File: config.mk
export PLATFORM = sky130hd
export DESIGN_NAME = debug_uart
export DESIGN_NICKNAME = d
export VERILOG_FILES = /design/src/rtl/debug_uart.sv
export SDC_FILE = /design/constraint.sdc
export NUM_CORES = 1
export LEC_CHECK = 0
export CORE_UTILIZATION = 51
export CTS_CLUSTER_SIZE = 8
export DETAILED_ROUTE_END_ITERATION = 8
export PLACE_DENSITY = 0.73
export SYNTH_ARGS = -nofsm -noshare
export SYNTH_HDL_FRONTEND = slang
export SYNTH_SLANG_ARGS = --single-unit
File: constraint.sdc
create_clock -name clk -period 4.6 [get_ports clk]
set_input_delay 0.69 -clock clk [delete_from_list [all_inputs] [get_ports clk]]
set_output_delay 0.69 -clock clk [all_outputs]
set_load 0.02 [all_outputs]
File: src/rtl/debug_uart.sv
// debug_uart: 8N1 serial transceiver for the debug controller COM port.
// Fixed divisor of clk per bit; RX and TX run fully independently.
//
// Parameters:
//   CLK_DIV       clk cycles per bit (4..65535, >= 8 with majority RX)
// Ports:
//   clk, rst      clock; asynchronous active-high reset
//   uart_rxd      serial input (asynchronous, 2-flop synchronized)
//   uart_txd      serial output, idle high
//   rx_data       last received byte
//   read_ready    rx_data valid and not yet acknowledged
//   int_ack       consumer acknowledge, clears read_ready/rx_overrun
//   tx_data       byte to transmit
//   write_enable  transmit request
//   write_ready   transmitter idle
//   rx_overrun    sticky: byte dropped while read_ready was set
//   rx_frame_err  one-cycle pulse: stop bit sampled low
//
// Build option: define DEBUG_UART_RX_MAJORITY_EN for a 2-of-3 majority
// vote around every RX sample point (one cycle of extra RX latency).

module debug_uart #(
  parameter int CLK_DIV = 434
) (
  input  logic       clk,
  input  logic       rst,
  input  logic       uart_rxd,
  output logic       uart_txd,
  output logic [7:0] rx_data,
  output logic       read_ready,
  input  logic       int_ack,
  input  logic [7:0] tx_data,
  input  logic       write_enable,
  output logic       write_ready,
  output logic       rx_overrun,
  output logic       rx_frame_err
);

  typedef enum logic [1:0] {
    IDLE,
    START,
    DATA,
    STOP
  } state_t;

  localparam logic [15:0] DIV_M1 = 16'(CLK_DIV - 1);

`ifdef DEBUG_UART_RX_MAJORITY_EN
  // Sample one cycle late so the vote window is centred on mid-bit.
  localparam logic [15:0] RX_HALF = 16'(CLK_DIV / 2);
`else
  localparam logic [15:0] RX_HALF = 16'(CLK_DIV / 2 - 1);
`endif

  // ---------------- RX synchronizer ----------------

  logic rxd_s1;
  logic rxd_s2;
  logic rx_smp;

  always_ff @(posedge clk or posedge rst) begin
    if (rst) begin
      rxd_s1 <= 1'b1;
      rxd_s2 <= 1'b1;
    end else begin
      rxd_s1 <= uart_rxd;
      rxd_s2 <= rxd_s1;
    end
  end

`ifdef DEBUG_UART_RX_MAJORITY_EN
  logic rxd_h1;
  logic rxd_h2;

  always_ff @(posedge clk or posedge rst) begin
    if (rst) begin
      rxd_h1 <= 1'b1;
      rxd_h2 <= 1'b1;
    end else begin
      rxd_h1 <= rxd_s2;
      rxd_h2 <= rxd_h1;
    end
  end

  assign rx_smp = (rxd_h2 & rxd_h1) |
                  (rxd_h2 & rxd_s2) |
                  (rxd_h1 & rxd_s2);
`else
  assign rx_smp = rxd_s2;
`endif

  // ---------------- RX FSM ----------------

  state_t      rx_st;
  state_t      rx_st_n;
  logic [15:0] rx_cnt;
  logic [15:0] rx_cnt_n;
  logic [2:0]  rx_bit;
  logic [2:0]  rx_bit_n;
  logic [7:0]  rx_sh;
  logic [7:0]  rx_sh_n;
  logic        rx_brk;
  logic        rx_brk_n;
  logic        rx_done;
  logic        rx_ferr_n;
  logic        rx_tick;

  assign rx_tick = (rx_cnt == 16'd0);

  always_ff @(posedge clk or posedge rst) begin
    if (rst) begin
      rx_st  <= IDLE;
      rx_cnt <= 16'd0;
      rx_bit <= 3'd0;
      rx_sh  <= 8'd0;
      rx_brk <= 1'b0;
    end else begin
      rx_st  <= rx_st_n;
      rx_cnt <= rx_cnt_n;
      rx_bit <= rx_bit_n;
      rx_sh  <= rx_sh_n;
      rx_brk <= rx_brk_n;
    end
  end

  always_comb begin
    rx_st_n   = rx_st;
    rx_cnt_n  = rx_cnt;
    rx_bit_n  = rx_bit;
    rx_sh_n   = rx_sh;
    rx_brk_n  = rx_brk;
    rx_done   = 1'b0;
    rx_ferr_n = 1'b0;
    unique case (rx_st)
      IDLE: begin
        if (!rxd_s2) begin
          rx_st_n  = START;
          rx_cnt_n = RX_HALF;
        end
      end
      START: begin
        if (rx_tick) begin
          if (!rx_smp) begin
            rx_st_n  = DATA;
            rx_cnt_n = DIV_M1;
            rx_bit_n = 3'd0;
          end else begin
            // Glitch, not a start bit: drop silently.
            rx_st_n = IDLE;
          end
        end else begin
          rx_cnt_n = rx_cnt - 16'd1;
        end
      end
      DATA: begin
        if (rx_tick) begin
          rx_sh_n  = {rx_smp, rx_sh[7:1]};
          rx_cnt_n = DIV_M1;
          rx_bit_n = rx_bit + 3'd1;
          if (rx_bit == 3'd7) begin
            rx_st_n = STOP;
          end
        end else begin
          rx_cnt_n = rx_cnt - 16'd1;
        end
      end
      STOP: begin
        if (rx_brk) begin
          // Hold off until the line is released so a
          // break cannot look like a new start bit.
          if (rxd_s2) begin
            rx_st_n  = IDLE;
            rx_brk_n = 1'b0;
          end
        end else if (rx_tick) begin
          if (rx_smp) begin
            rx_done = 1'b1;
            rx_st_n = IDLE;
          end else begin
            rx_ferr_n = 1'b1;
            rx_brk_n  = 1'b1;
          end
        end else begin
          rx_cnt_n = rx_cnt - 16'd1;
        end
      end
      default: begin
        rx_st_n = IDLE;
      end
    endcase
  end

  // ---------------- RX consumer handshake ----------------

  logic rx_load;

  // An ack in the same cycle frees the slot for the new byte.
  assign rx_load = rx_done & (~read_ready | int_ack);

  always_ff @(posedge clk or posedge rst) begin
    if (rst) begin
      rx_data      <= 8'd0;
      read_ready   <= 1'b0;
      rx_overrun   <= 1'b0;
      rx_frame_err <= 1'b0;
    end else begin
      rx_frame_err <= rx_ferr_n;
      if (rx_load) begin
        rx_data    <= rx_sh;
        read_ready <= 1'b1;
      end else if (int_ack) begin
        read_ready <= 1'b0;
      end
      if (int_ack) begin
        rx_overrun <= 1'b0;
      end else if (rx_done && read_ready) begin
        rx_overrun <= 1'b1;
      end
    end
  end

  // ---------------- TX FSM ----------------

  state_t      tx_st;
  state_t      tx_st_n;
  logic [15:0] tx_cnt;
  logic [15:0] tx_cnt_n;
  logic [2:0]  tx_bit;
  logic [2:0]  tx_bit_n;
  logic [7:0]  tx_sh;
  logic [7:0]  tx_sh_n;
  logic        txd_n;
  logic        wr_rdy_n;
  logic        tx_tick;

  assign tx_tick = (tx_cnt == 16'd0);

  always_ff @(posedge clk or posedge rst) begin
    if (rst) begin
      tx_st       <= IDLE;
      tx_cnt      <= 16'd0;
      tx_bit      <= 3'd0;
      tx_sh       <= 8'd0;
      uart_txd    <= 1'b1;
      write_ready <= 1'b1;
    end else begin
      tx_st       <= tx_st_n;
      tx_cnt      <= tx_cnt_n;
      tx_bit      <= tx_bit_n;
      tx_sh       <= tx_sh_n;
      uart_txd    <= txd_n;
      write_ready <= wr_rdy_n;
    end
  end

  always_comb begin
    tx_st_n  = tx_st;
    tx_cnt_n = tx_cnt;
    tx_bit_n = tx_bit;
    tx_sh_n  = tx_sh;
    txd_n    = uart_txd;
    wr_rdy_n = write_ready;
    unique case (tx_st)
      IDLE: begin
        // Only the accept cycle matters; a held
        // write_enable is ignored once busy.
        if (write_enable && write_ready) begin
          tx_st_n  = START;
          tx_cnt_n = DIV_M1;
          tx_sh_n  = tx_data;
          txd_n    = 1'b0;
          wr_rdy_n = 1'b0;
        end
      end
      START: begin
        if (tx_tick) begin
          tx_st_n  = DATA;
          tx_cnt_n = DIV_M1;
          tx_bit_n = 3'd0;
          txd_n    = tx_sh[0];
        end else begin
          tx_cnt_n = tx_cnt - 16'd1;
        end
      end
      DATA: begin
        if (tx_tick) begin
          tx_cnt_n = DIV_M1;
          if (tx_bit == 3'd7) begin
            tx_st_n = STOP;
            txd_n   = 1'b1;
          end else begin
            tx_bit_n = tx_bit + 3'd1;
            tx_sh_n  = {1'b0, tx_sh[7:1]};
            txd_n    = tx_sh[1];
          end
        end else begin
          tx_cnt_n = tx_cnt - 16'd1;
        end
      end
      STOP: begin
        if (tx_tick) begin
          tx_st_n  = IDLE;
          wr_rdy_n = 1'b1;
        end else begin
          tx_cnt_n = tx_cnt - 16'd1;
        end
      end
      default: begin
        tx_st_n  = IDLE;
        txd_n    = 1'b1;
        wr_rdy_n = 1'b1;
      end
    endcase
  end

endmodule

==> flow_metrics.tcl <==
set metrics [dict create \
    outcome "finished clean" \
    clk_latency_ns 0.35 \
    period_needed_ns 2.43 \
    grt_pass1_wl_um 13800 \
    h-tree-depth 3 \
    fp.dieH_um 90.7 \
    yosys.area_share.simple_pct 17.5 \
    finalNonFillerCells 517 \
    track_usage_pct 20.7 \
    arrival_ns 2.66 \
    vias_per_cell 5.80 \
    ys.flop_type "dfrtp_1" \
    hold_slack_ns 0.361 \
    slew-limit-headroom_pct 46.0 \
    cp-end-kind "flop" \
    hold_viol_final 0 \
    ctsResizeCount 0 \
    num_antenna_cells 0 \
    drtPass1Iterations 4 \
    register_area_um2 1860 \
    critPathRequiredTime_ns 4.83 \
    hp-class "reg -> reg" \
    ir_worst_vdd_mv 0.171 \
    port_buffers 25 \
    synth-edff-count 0 \
    row_count 31 \
    rsz0062_at_grt "false" \
    yosys_warnings 0 \
    crit_path_max_fanout 13 \
    initial_core_util_pct 54.1 \
    root_buffer "clkbuf_8" \
    cts_tree "yes" \
    antenna_left 0 \
    p_per_area_nw_per_um2 254 \
    maxCapViolCount 0 \
    fin_crit_sh_pct 52.8 \
    worstSetupPathType "reg -> reg" \
    num_vias 2999 \
    placed_cells 501 \
    final_common_cell "dfrtp_1" \
    drt-initial-drc-count 133 \
    slew_violations 0 \
    drt-wirelength-per-cell_um 14.9 \
    switchingPower_mw 0.275 \
    antenna_found_initial 0 \
    die-area_um2 8220 \
    grt_pass1_vias 2887 \
    nets 443 \
    synth-seq-cells 74 \
    area_growth_pct 12.3 \
    wirelength_um 7710 \
    clk_pin_slew_ns 0.08 \
    dpl.hpwl_um 5420 \
    synthDistinctLibCells 65 \
    synth_seq_area_share_pct 46.3 \
    clockPowerShare_pct 39.6 \
    p_comb_share_pct 2.7 \
    setup_viol 0 \
    synth-xor-area-share_pct 1.53 \
    p_leak_nw 2.02 \
    power_frac_seq_pct 57.7 \
    tightestPinTransition_ns 0.811 \
    cts.sinks 74 \
    p_int_mw 0.867 \
    nFillCells 637 \
    synth_mux_area_share_pct 9.27 \
    drive_gt1_share_pct 17.0 \
    grt_max_degree 44 \
    synth_compound_area_share_pct 16.7 \
    max_freq_ghz 0.412 \
    postCtsSetupBuffers 0 \
    grt-ovfl-total 0 \
    final_cell_mix "dfrtp_1 (70), nor2_1 (36), mux2_2 (32)" \
    synth_top_family_by_area "simple AND/OR/NAND/NOR gates" \
    syn_area_um2 4010 \
    core_area_um2 7410 \
    syn-instance-count 388 \
    cts_hold_buf 0 \
    p_sw_share_pct 24.1 \
    io_pins 26 \
    synth.net_count 418 \
    cp-start-kind "flop" \
    async_flop_share_pct 100 \
    cts_inserted_buffers 9 \
    setup_tns_ns 0 \
    die_width_um 90.7 \
    synth-adder-area-share_pct 5.30 \
    synth.avg_cell_area_um2 10.3 \
    clock_skew_ns 0.00800 \
    drc_errors 0 \
    multiInputGateArea_um2 2010 \
    place_congestion 0.828 \
    clockBufferDepth 2 \
]
state kept, by name, indices dropped and copies added, names as in the netlist, named ones only:
signal / cells
rx_cnt: 16
tx_cnt: 16
rx_data: 8
rx_sh: 8
tx_sh: 8
rx_bit: 3
tx_bit: 3
tx_st: 2
read_ready: 1
rx_brk: 1
rx_frame_err: 1
rx_overrun: 1
rx_smp: 1
rx_st: 1
rxd_s1: 1
uart_txd: 1
write_ready: 1
synthesized netlist by cell type (3+ instances only):
cell       n  area (µm²)
a21oi_1   19        95.1
a22o_1    11        96.3
a31oi_1   13        81.3
buf_2      6        30.0
clkbuf_1   4        15.0
dfrtp_1   70        1750
dfstp_2    4         105
ha_1      17         213
inv_1     21        78.8
mux2_2    32         360
nand2_1   20        75.1
nand2b_1   6        37.5
nand3_1    4        20.0
nand3b_1   4        30.0
nand4_1    5        31.3
nor2_1    36         135
nor3_1     9        45.0
nor3_2     3        30.0
nor4_1     6        37.5
o21ai_0   28         140
o21ai_1    3        15.0
o22ai_1    4        25.0
or3_1      4        25.0
xor2_1     5        43.8
stage by stage:
stage | power, mW | utilization [%] | setup slack [ns] | area [µm²]
2_1_floorplan | 0.687 | - | 2.04 | 4010
3_3_place_gp | 0.703 | 58.5 | 2.00 | 4330
3_5_place_dp | 0.704 | 58.5 | 1.87 | 4330
4_1_cts | 1.16 | 60.8 | 2.18 | 4500
5_1_grt | 1.18 | 60.8 | 1.85 | 4500
6_report | 1.14 | 60.8 | 2.17 | 4500
power by group through the flow:
stage	Combinational, mW	Sequential (mW)	Clock, mW
2_1_floorplan	0.0174	0.669	0
3_3_place_gp	0.0316	0.671	0
3_5_place_dp	0.0325	0.671	0
4_1_cts	0.0326	0.658	0.464
5_1_grt	0.0354	0.659	0.486
6_report	0.0306	0.658	0.452
cell families (layout without fill, tap and decap cells):
logic type / Yosys count / in the layout
DFF: 74 / 74
adders and majority gates: 17 / 17
buffers and inverters: 33 / 63
AOI/OAI and AO/OA: 103 / 103
muxes: 33 / 33
and+or+nand+nor: 121 / 121
xor gates and xnor gates: 7 / 7
routing by layer:
layer	share of wire (%)	global-route usage, %
met5	0	0
met1	48	28.3
met4	1.7	8.33
met3	2.9	4.29
met2	47	32.1
worst max-delay path, stage by stage (launching register included):
cell	delay [ns]
dfrtp_1	0.41
inv_1	0.07
ha_1	0.24
nor3b_1	0.18
and4_4	0.25
a21oi_1	0.67
and2_1	0.40
nor2_1	0.09
final timing paths:
| path | from | endpoint | slack, ns | cells past startpoint |
|---|---|---|---|---|
| max in group asynchronous | rst | rx_cnt[0] | 2.87 | 3 |
| min reg2reg | rxd_s1 | rx_smp | 0.36 | 0 |
| max reg2reg | tx_cnt[0] | tx_cnt[12] | 2.17 | 7 |
| min | rxd_s1 | rx_smp | 0.36 | 0 |
| max | tx_cnt[0] | tx_cnt[12] | 2.17 | 7 |
| min in group asynchronous | rst | tx_cnt[15] | 0.75 | 2 |
final cells by class:
type	count	area share, %
multi-input cells	281	44.7
flip-flops and latches	74	41.2
repair buffers	26	5.73
clock buffers	10	2.83
well taps	99	2.75
inverters	21	1.75
clock inverters	6	0.945
No activity file was read; power rests on OpenSTA's default activity.
